--- src/rtl/handshake_sync_rx_mc.sv ---
// Multi-channel receive side of a cross-domain req/ack handshake, clocked by sys_clk.
// Each channel synchronises req_async, raises one evt_valid per request, waits for the
// consumer, then returns a flopped acknowledge. MODE 0 = 4-phase level, MODE 1 = 2-phase toggle.
// Optional build macro HS_CNT_EN adds a saturating per-channel accepted-event counter.
module handshake_sync_rx_mc #(
  parameter int unsigned CH          = 4,
  parameter int unsigned SYNC_STAGES = 2,
  parameter int unsigned MODE        = 0,
  parameter int unsigned CNT_W       = 8
) (
  input  logic                sys_clk,
  input  logic                sys_rst,
  input  logic [CH-1:0]       req_async,
  output logic [CH-1:0]       ack_async,
  output logic [CH-1:0]       evt_valid,
  input  logic [CH-1:0]       evt_ready,
  output logic [CH-1:0]       busy,
  output logic [CH-1:0]       err,
  input  logic [CH-1:0]       err_clr,
  input  logic [CH-1:0]       cnt_clr,
  output logic [CH*CNT_W-1:0] evt_cnt
);

  // A single-flop synchroniser is never safe, so shallower settings are widened to two.
  localparam int unsigned Stages = (SYNC_STAGES < 2) ? 2 : SYNC_STAGES;

  typedef enum logic [1:0] {StIdle, StPend, StAck} state_e;

  for (genvar i = 0; i < CH; i++) begin : g_ch
    logic [Stages-1:0] sync_q;
    logic              req_s;
    logic              req_p_q;
    state_e            state_q, state_d;
    logic              ack_q, ack_d;
    logic              err_q, err_d;
    logic              skip_q, skip_d;
    logic              det, accept, fall, err_set;
    logic              valid_c, busy_c;

    assign req_s = sync_q[Stages-1];

    // Synchroniser chain plus one extra flop for edge detection
    always_ff @(posedge sys_clk or posedge sys_rst) begin
      if (sys_rst) begin
        sync_q  <= '0;
        req_p_q <= 1'b0;
      end else begin
        sync_q  <= {sync_q[Stages-2:0], req_async[i]};
        req_p_q <= req_s;
      end
    end

    // Request detection and protocol-error conditions
    always_comb begin
      accept = (state_q == StPend) & evt_ready[i];
      fall   = req_p_q & ~req_s;
      if (MODE == 0) begin
        det     = req_s & ~ack_q;
        err_set = (state_q == StPend) & fall;
      end else begin
        det     = req_s ^ req_p_q;
        err_set = (state_q != StIdle) & det;
      end
    end

    // State register and flopped outputs
    always_ff @(posedge sys_clk or posedge sys_rst) begin
      if (sys_rst) begin
        state_q <= StIdle;
        ack_q   <= 1'b0;
        err_q   <= 1'b0;
        skip_q  <= 1'b0;
      end else begin
        state_q <= state_d;
        ack_q   <= ack_d;
        err_q   <= err_d;
        skip_q  <= skip_d;
      end
    end

    // Next-state logic
    always_comb begin
      state_d = state_q;
      unique case (state_q)
        StIdle: if (det) state_d = StPend;
        StPend: begin
          if (accept) begin
            // A level request that vanished while pending is delivered but never acked.
            if ((MODE == 0) && (skip_q || fall)) state_d = StIdle;
            else                                 state_d = StAck;
          end
        end
        StAck: if ((MODE != 0) || !req_s) state_d = StIdle;
        default: state_d = StIdle;
      endcase
    end

    // Output decode and next values of the flopped outputs
    always_comb begin
      valid_c = (state_q == StPend);
      busy_c  = (state_q != StIdle);
      err_d   = err_set | (err_q & ~err_clr[i]);
      skip_d  = (state_q == StPend) & (skip_q | err_set);
      if (MODE == 0) ack_d = (state_d == StAck);
      else           ack_d = (state_q == StAck) ? req_s : ack_q;
    end

    assign evt_valid[i] = valid_c;
    assign busy[i]      = busy_c;
    assign ack_async[i] = ack_q;
    assign err[i]       = err_q;

`ifdef HS_CNT_EN
    logic [CNT_W-1:0] cnt_q, cnt_d;

    // Saturating accepted-event counter; clear beats a coincident increment
    always_comb begin
      cnt_d = cnt_q;
      if (cnt_clr[i])                              cnt_d = '0;
      else if (accept && (cnt_q != {CNT_W{1'b1}})) cnt_d = cnt_q + 1'b1;
    end

    // Counter register
    always_ff @(posedge sys_clk or posedge sys_rst) begin
      if (sys_rst) cnt_q <= '0;
      else         cnt_q <= cnt_d;
    end

    assign evt_cnt[i*CNT_W +: CNT_W] = cnt_q;
`else
    assign evt_cnt[i*CNT_W +: CNT_W] = '0;
`endif
  end

`ifndef HS_CNT_EN
  logic unused_cnt_clr;
  assign unused_cnt_clr = ^cnt_clr;
`endif

endmodule

--- config.mk ---
export PLATFORM = sky130hd
export DESIGN_NAME = handshake_sync_rx_mc
export DESIGN_NICKNAME = d
export VERILOG_FILES = /design/src/rtl/handshake_sync_rx_mc.sv
export SDC_FILE = /design/constraint.sdc
export NUM_CORES = 1
export LEC_CHECK = 0
export ABC_AREA = 1
export BUFFER_PORTS_ARGS = -buffer_cell sky130_fd_sc_hd__clkbuf_2
export CAP_MARGIN = 20
export CORE_ASPECT_RATIO = 0.7
export CORE_MARGIN = 2
export CORE_UTILIZATION = 25
export DETAILED_ROUTE_END_ITERATION = 7
export GPL_TIMING_DRIVEN = 0
export MAX_ROUTING_LAYER = met4
export PLACE_DENSITY = 0.52
export RECOVER_POWER = 100
export SYNTH_ARGS = -nofsm -noshare
export SYNTH_HDL_FRONTEND = slang
export SYNTH_SLANG_ARGS = --single-unit
--- constraint.sdc ---
create_clock -name sys_clk -period 0.8 [get_ports sys_clk]
set_input_delay 0.08 -clock sys_clk [delete_from_list [all_inputs] [get_ports sys_clk]]
set_output_delay 0.08 -clock sys_clk [all_outputs]
set_load 0.1 [all_outputs]
# After elaboration in Yosys (flattened, before gate mapping)
# Index checks and enable logic that the tools add are counted.
word_totals:
  inputBits: 18
  regBits: 32
  output_inout_bits: 48
classes:
  muxes: 20
  eq_ne: 12
  reduce_logical: 12
  bitwise: 44
ops:
  columns: ["operator", "n"]
  rows:
  - ["$mux W2", 16]
  - ["$and A1 B1 Y1", 24]
  - ["$pmux W2 S3", 4]
  - ["$eq A2 B2 Y1 const B", 8]
  - ["$not A1 Y1", 12]
  - ["$eq A2 B1 Y1 const B", 4]
  - ["$logic_not A2 Y1", 4]
  - ["$or A1 B1 Y1", 8]
  - ["$reduce_bool A2 Y1", 4]
  - ["$logic_or A1 B1 Y1", 4]

# Longest topological paths before layout
depth:
  ltp_word: 7
  mapped_depth: 5
  ltp_nobuf: 5

# Least setup slack after synthesis
# No wires, ideal clock.
synth_timing:
  path_kind: "register to output"
  from: "register g_ch[1].state_q[1]"
  to: "output port evt_valid[1]"
  t_required_ns: 0.720
  stages_incl_launch_ff: 5
  arrival_ns: 0.805
  slack_ns: -0.085
  path_cell_list: "dfrtp_1 -> inv_2 -> nand2_2 -> inv_2 -> buf_4"
synth_between:
  elab_chain_len: 1
synth_rtl:
  columns: ["item", "line", "text"]
  rows:
  - ["start: declaration", "33", "state_e state_q, state_d;"]
  - ["start signal: assignment", "69", "state_q <= StIdle;"]
  - ["start signal: assignment", "74", "state_q <= state_d;"]
  - ["$eq A2 B1 Y1", "100", "valid_c = (state_q == StPend);"]
  - ["end: declaration", "15", "output logic [CH-1:0] evt_valid,"]
# Every way passes these cells.

# Worst setup path after layout
layout_timing:
  from: "register g_ch[0].state_q[1]"
  to: "output port evt_valid[0]"
layout_between:
  elab_chain_len: 1
layout_rtl:
  columns: ["item", "line"]
  rows:
  - ["start: declaration", "33"]
  - ["start signal: assignment", "69"]
  - ["start signal: assignment", "74"]
  - ["$eq A2 B1 Y1", "100"]
# Every way passes these cells.

==> impl_metrics.env <==
export IMPL_period_share=1.56
export IMPL_worst_setup_path_start_kind="flop"
export IMPL_die_w_um=98.8
export IMPL_drt_initial_drc_count=3
export IMPL_grt_max_degree=18
export IMPL_min_delay_path_class="input pin to async pin"
export IMPL_port_buffer_count=29
export IMPL_post_drt_wl_per_cell_um=8.90
export IMPL_viasPerCell=3.43
export IMPL_fin_worst_skew_ps=0.710
export IMPL_die_area_sq_um=6960
export IMPL_die_height_um=70.4
export IMPL_drt_pre_antenna_iters=2
export IMPL_critPathCaptureType="primary output"
export IMPL_gp_congestion=0.719
export IMPL_vias_in_the_first_global_route=1082
export IMPL_p_per_area_nw_per_um2=4180
export IMPL_synth_seq_area_share=0.509
export IMPL_nNetsFinal=276
export IMPL_setup_repair_after_global_routing_missed_its_margin="yes"
export IMPL_synth_top_cell_by_area="dfrtp_1"
export IMPL_cts_made_buffers=5
export IMPL_holdBufCountCts=8
export IMPL_antenna_diode_count=0
export IMPL_clock_sink_count=32
export IMPL_critPathMaxStageDelay_ps=400
export IMPL_cts_root_buffer="clkbuf_8"
export IMPL_cap_viol_max_count=0
export IMPL_worst_path_max_fanout=3
export IMPL_critical_path_cell_with_the_highest_stage_delay="dfrtp_1"
export IMPL_crit_chain="inv_2, nand2_2, inv_2, buf_12, clkbuf_16"
export IMPL_synth_area_per_cell_sq_um=9.48
export IMPL_clock_buffer_depth=2
export IMPL_drt_total_wl_um=2970
export IMPL_max_slew_worst_pin_slew_ps=630
export IMPL_synth_top_cells_by_area="dfrtp_1, buf_4, inv_1"
export IMPL_grt_overflow_total=0
export IMPL_setup_slack_ps=-444
export IMPL_wire_length_of_the_first_global_routing_pass_um=4660
export IMPL_violations="hold timing, setup timing"
export IMPL_synthesis_instances=166
export IMPL_cp_arrival_ps=1160
export IMPL_clk_insertion_delay_late_ps=270
export IMPL_placeableCoreArea_sq_um=6160
export IMPL_timing_final_hold_violations=16
export IMPL_setup_total_negative_slack_ps=-6150
export IMPL_critical_path_endpoint="evt_valid[0]"
export IMPL_critical_path_top_cell_by_count="inv_2"
export IMPL_post_placement_setup_slack_ps=-408
export IMPL_ys_seq_elements=32
export IMPL_initial_antenna_violation_count=0
export IMPL_report_final_slew_viol_count=0
export IMPL_tritoncts_clock_tree="yes"
export IMPL_synth_distinct_cells=13
export IMPL_hold_slack_ps=-136
export IMPL_synthesis_area_sq_um=1570
export IMPL_timing_rr_end="g_ch[2].state_q[1]"
export IMPL_cp_startpoint="g_ch[0].state_q[1]"
export IMPL_start_util=0.256
export IMPL_post_synth_top_area_fraction=0.509
export IMPL_remaining_drc_errors=0
export IMPL_floorplan_io_pins=66
export IMPL_fp_row_count=24
export IMPL_startpoint_of_the_worst_slack_reg_to_reg_timing_path="g_ch[2].state_q[1]"
export IMPL_layout_drive_gt1_share=0.598
export IMPL_required_arrival_time_at_the_worst_endpoint_ps=720
export IMPL_worstSetupPathType="flop to primary output"
export IMPL_setup_viol=36
export IMPL_yosys_warnings=0
export IMPL_result_of_the_run="complete, but fails checks"
export IMPL_achievable_frequency_ghz=0.804
export IMPL_area_delta_synth_final_pct=75.1
export IMPL_timing_final_crit_period_ps=1240
export IMPL_antenna_left=0
export IMPL_max_slew_margin_vs_limit=0.580
export IMPL_route_vias_total=1145
export IMPL_timing_reg2reg_setup_slack_ps=-200
export IMPL_cts_htree_levels=2
export IMPL_vdd_drop_max_mv=1.52
export IMPL_worst_r2r_cell_count=5
export IMPL_track_usage=0.0875
export IMPL_cts_clk_slew_worst_paths_ps=60
export IMPL_power_leakage_nw=1.45
export IMPL_place_detailed_hpwl_um=1910
## placed cells by master (no fill, tap or decap), drive strengths merged
cell / n
buf: 64
clkbuf: 35
conb: 32
dfrtp: 32
inv: 29
nand2: 24
o21ai: 12
dlygate4sd3: 8
nand3: 8
clkinv: 4
o22ai: 4
a21oi: 4
## cell families after synthesis
| group | share of synthesized area |
|---|---|
| buffers and inverters | 0.308 |
| flip-flops | 0.509 |
| AND/OR/NAND/NOR | 0.114 |
| AO/OA/AOI/OAI | 0.0668 |
| other | 0.00238 |
## how the worst min path moves through the flow
stage | startpoint | end | slack (ps) | depth (start not counted)
finish | sys_rst | g_ch[2].sync_q[0] | -140 | 2
global route | sys_rst | g_ch[2].sync_q[0] | -70 | 2
CTS | sys_rst | g_ch[2].sync_q[0] | -80 | 2
detailed placement | req_async[3] | g_ch[3].sync_q[0] | 190 | 1
global placement | req_async[1] | g_ch[1].sync_q[0] | 190 | 1
floorplan | req_async[0] | g_ch[0].sync_q[0] | 110 | 0
## synthesized netlist by cell type (all sizes together)
cell,number
buf,48
dfrtp,32
inv,29
nand2,24
o21ai,12
nand3,8
a21oi,4
clkinv,4
o22ai,4
conb,1
## repair_timing
item,CTS,global route
setup buffers,16,14
resized for setup,67,33
setup endpoints to repair,18,36
cloned,0,0
pin swaps,9,12
endpoints found under the hold margin,24,16
## registers in the layout (all words and copies together) (netlist names)
signal	flops
g_ch.err_q	4
g_ch.skip_q	4
g_ch.sync_q	8
g_ch.ack_q	4
g_ch.req_p_q	4
g_ch.state_q	8
## routing by layer
| metal | vias up | GRT usage | wire [um] |
|---|---|---|---|
| li1 | 602 | - | - |
| met5 | - | - | 0 |
| met2 | 21 | 0.138 | 1630 |
| met4 | 0 | 0.0274 | 22 |
| met3 | 5 | 0.0360 | 123 |
| met1 | 517 | 0.102 | 1200 |
## cell type report
cell class | instances | area, sq um
buffer | 40 | 348
tap | 78 | 97.6
fill | 586 | 3400
sequential | 32 | 801
clock buffer | 5 | 68.8
inverter | 33 | 129
timing repair buffer | 62 | 759
multi-input combinational | 84 | 553
## critical path: cells and delay by family (launching register included)
| kind | cells | cell delay, ps |
|---|---|---|
| flops | 1 | 400 |
| buf+inv | 4 | 430 |
| simple gates | 1 | 60 |
## where the power goes
group	internal [W]	switching, W	total [W]
combinational	0.00340	0.00480	0.00820
sequential	0.00199	0.000297	0.00228
clock	0.000559	0.000491	0.00105
## per-stage QoR
| step | total power, W | instance area, sq um | utilization | instances |
|---|---|---|---|---|
| after floorplan | 0.00734 | 1750 | - | 197 |
| after global placement | 0.00782 | 1990 | 0.323 | 304 |
| after detailed placement | 0.00786 | 2020 | 0.328 | 305 |
| after CTS | 0.0110 | 2600 | 0.422 | 326 |
| after global routing | 0.0121 | 2760 | 0.448 | 334 |
| final | 0.0115 | 2760 | 0.448 | 334 |
No activity file was read; power rests on OpenSTA's default activity.
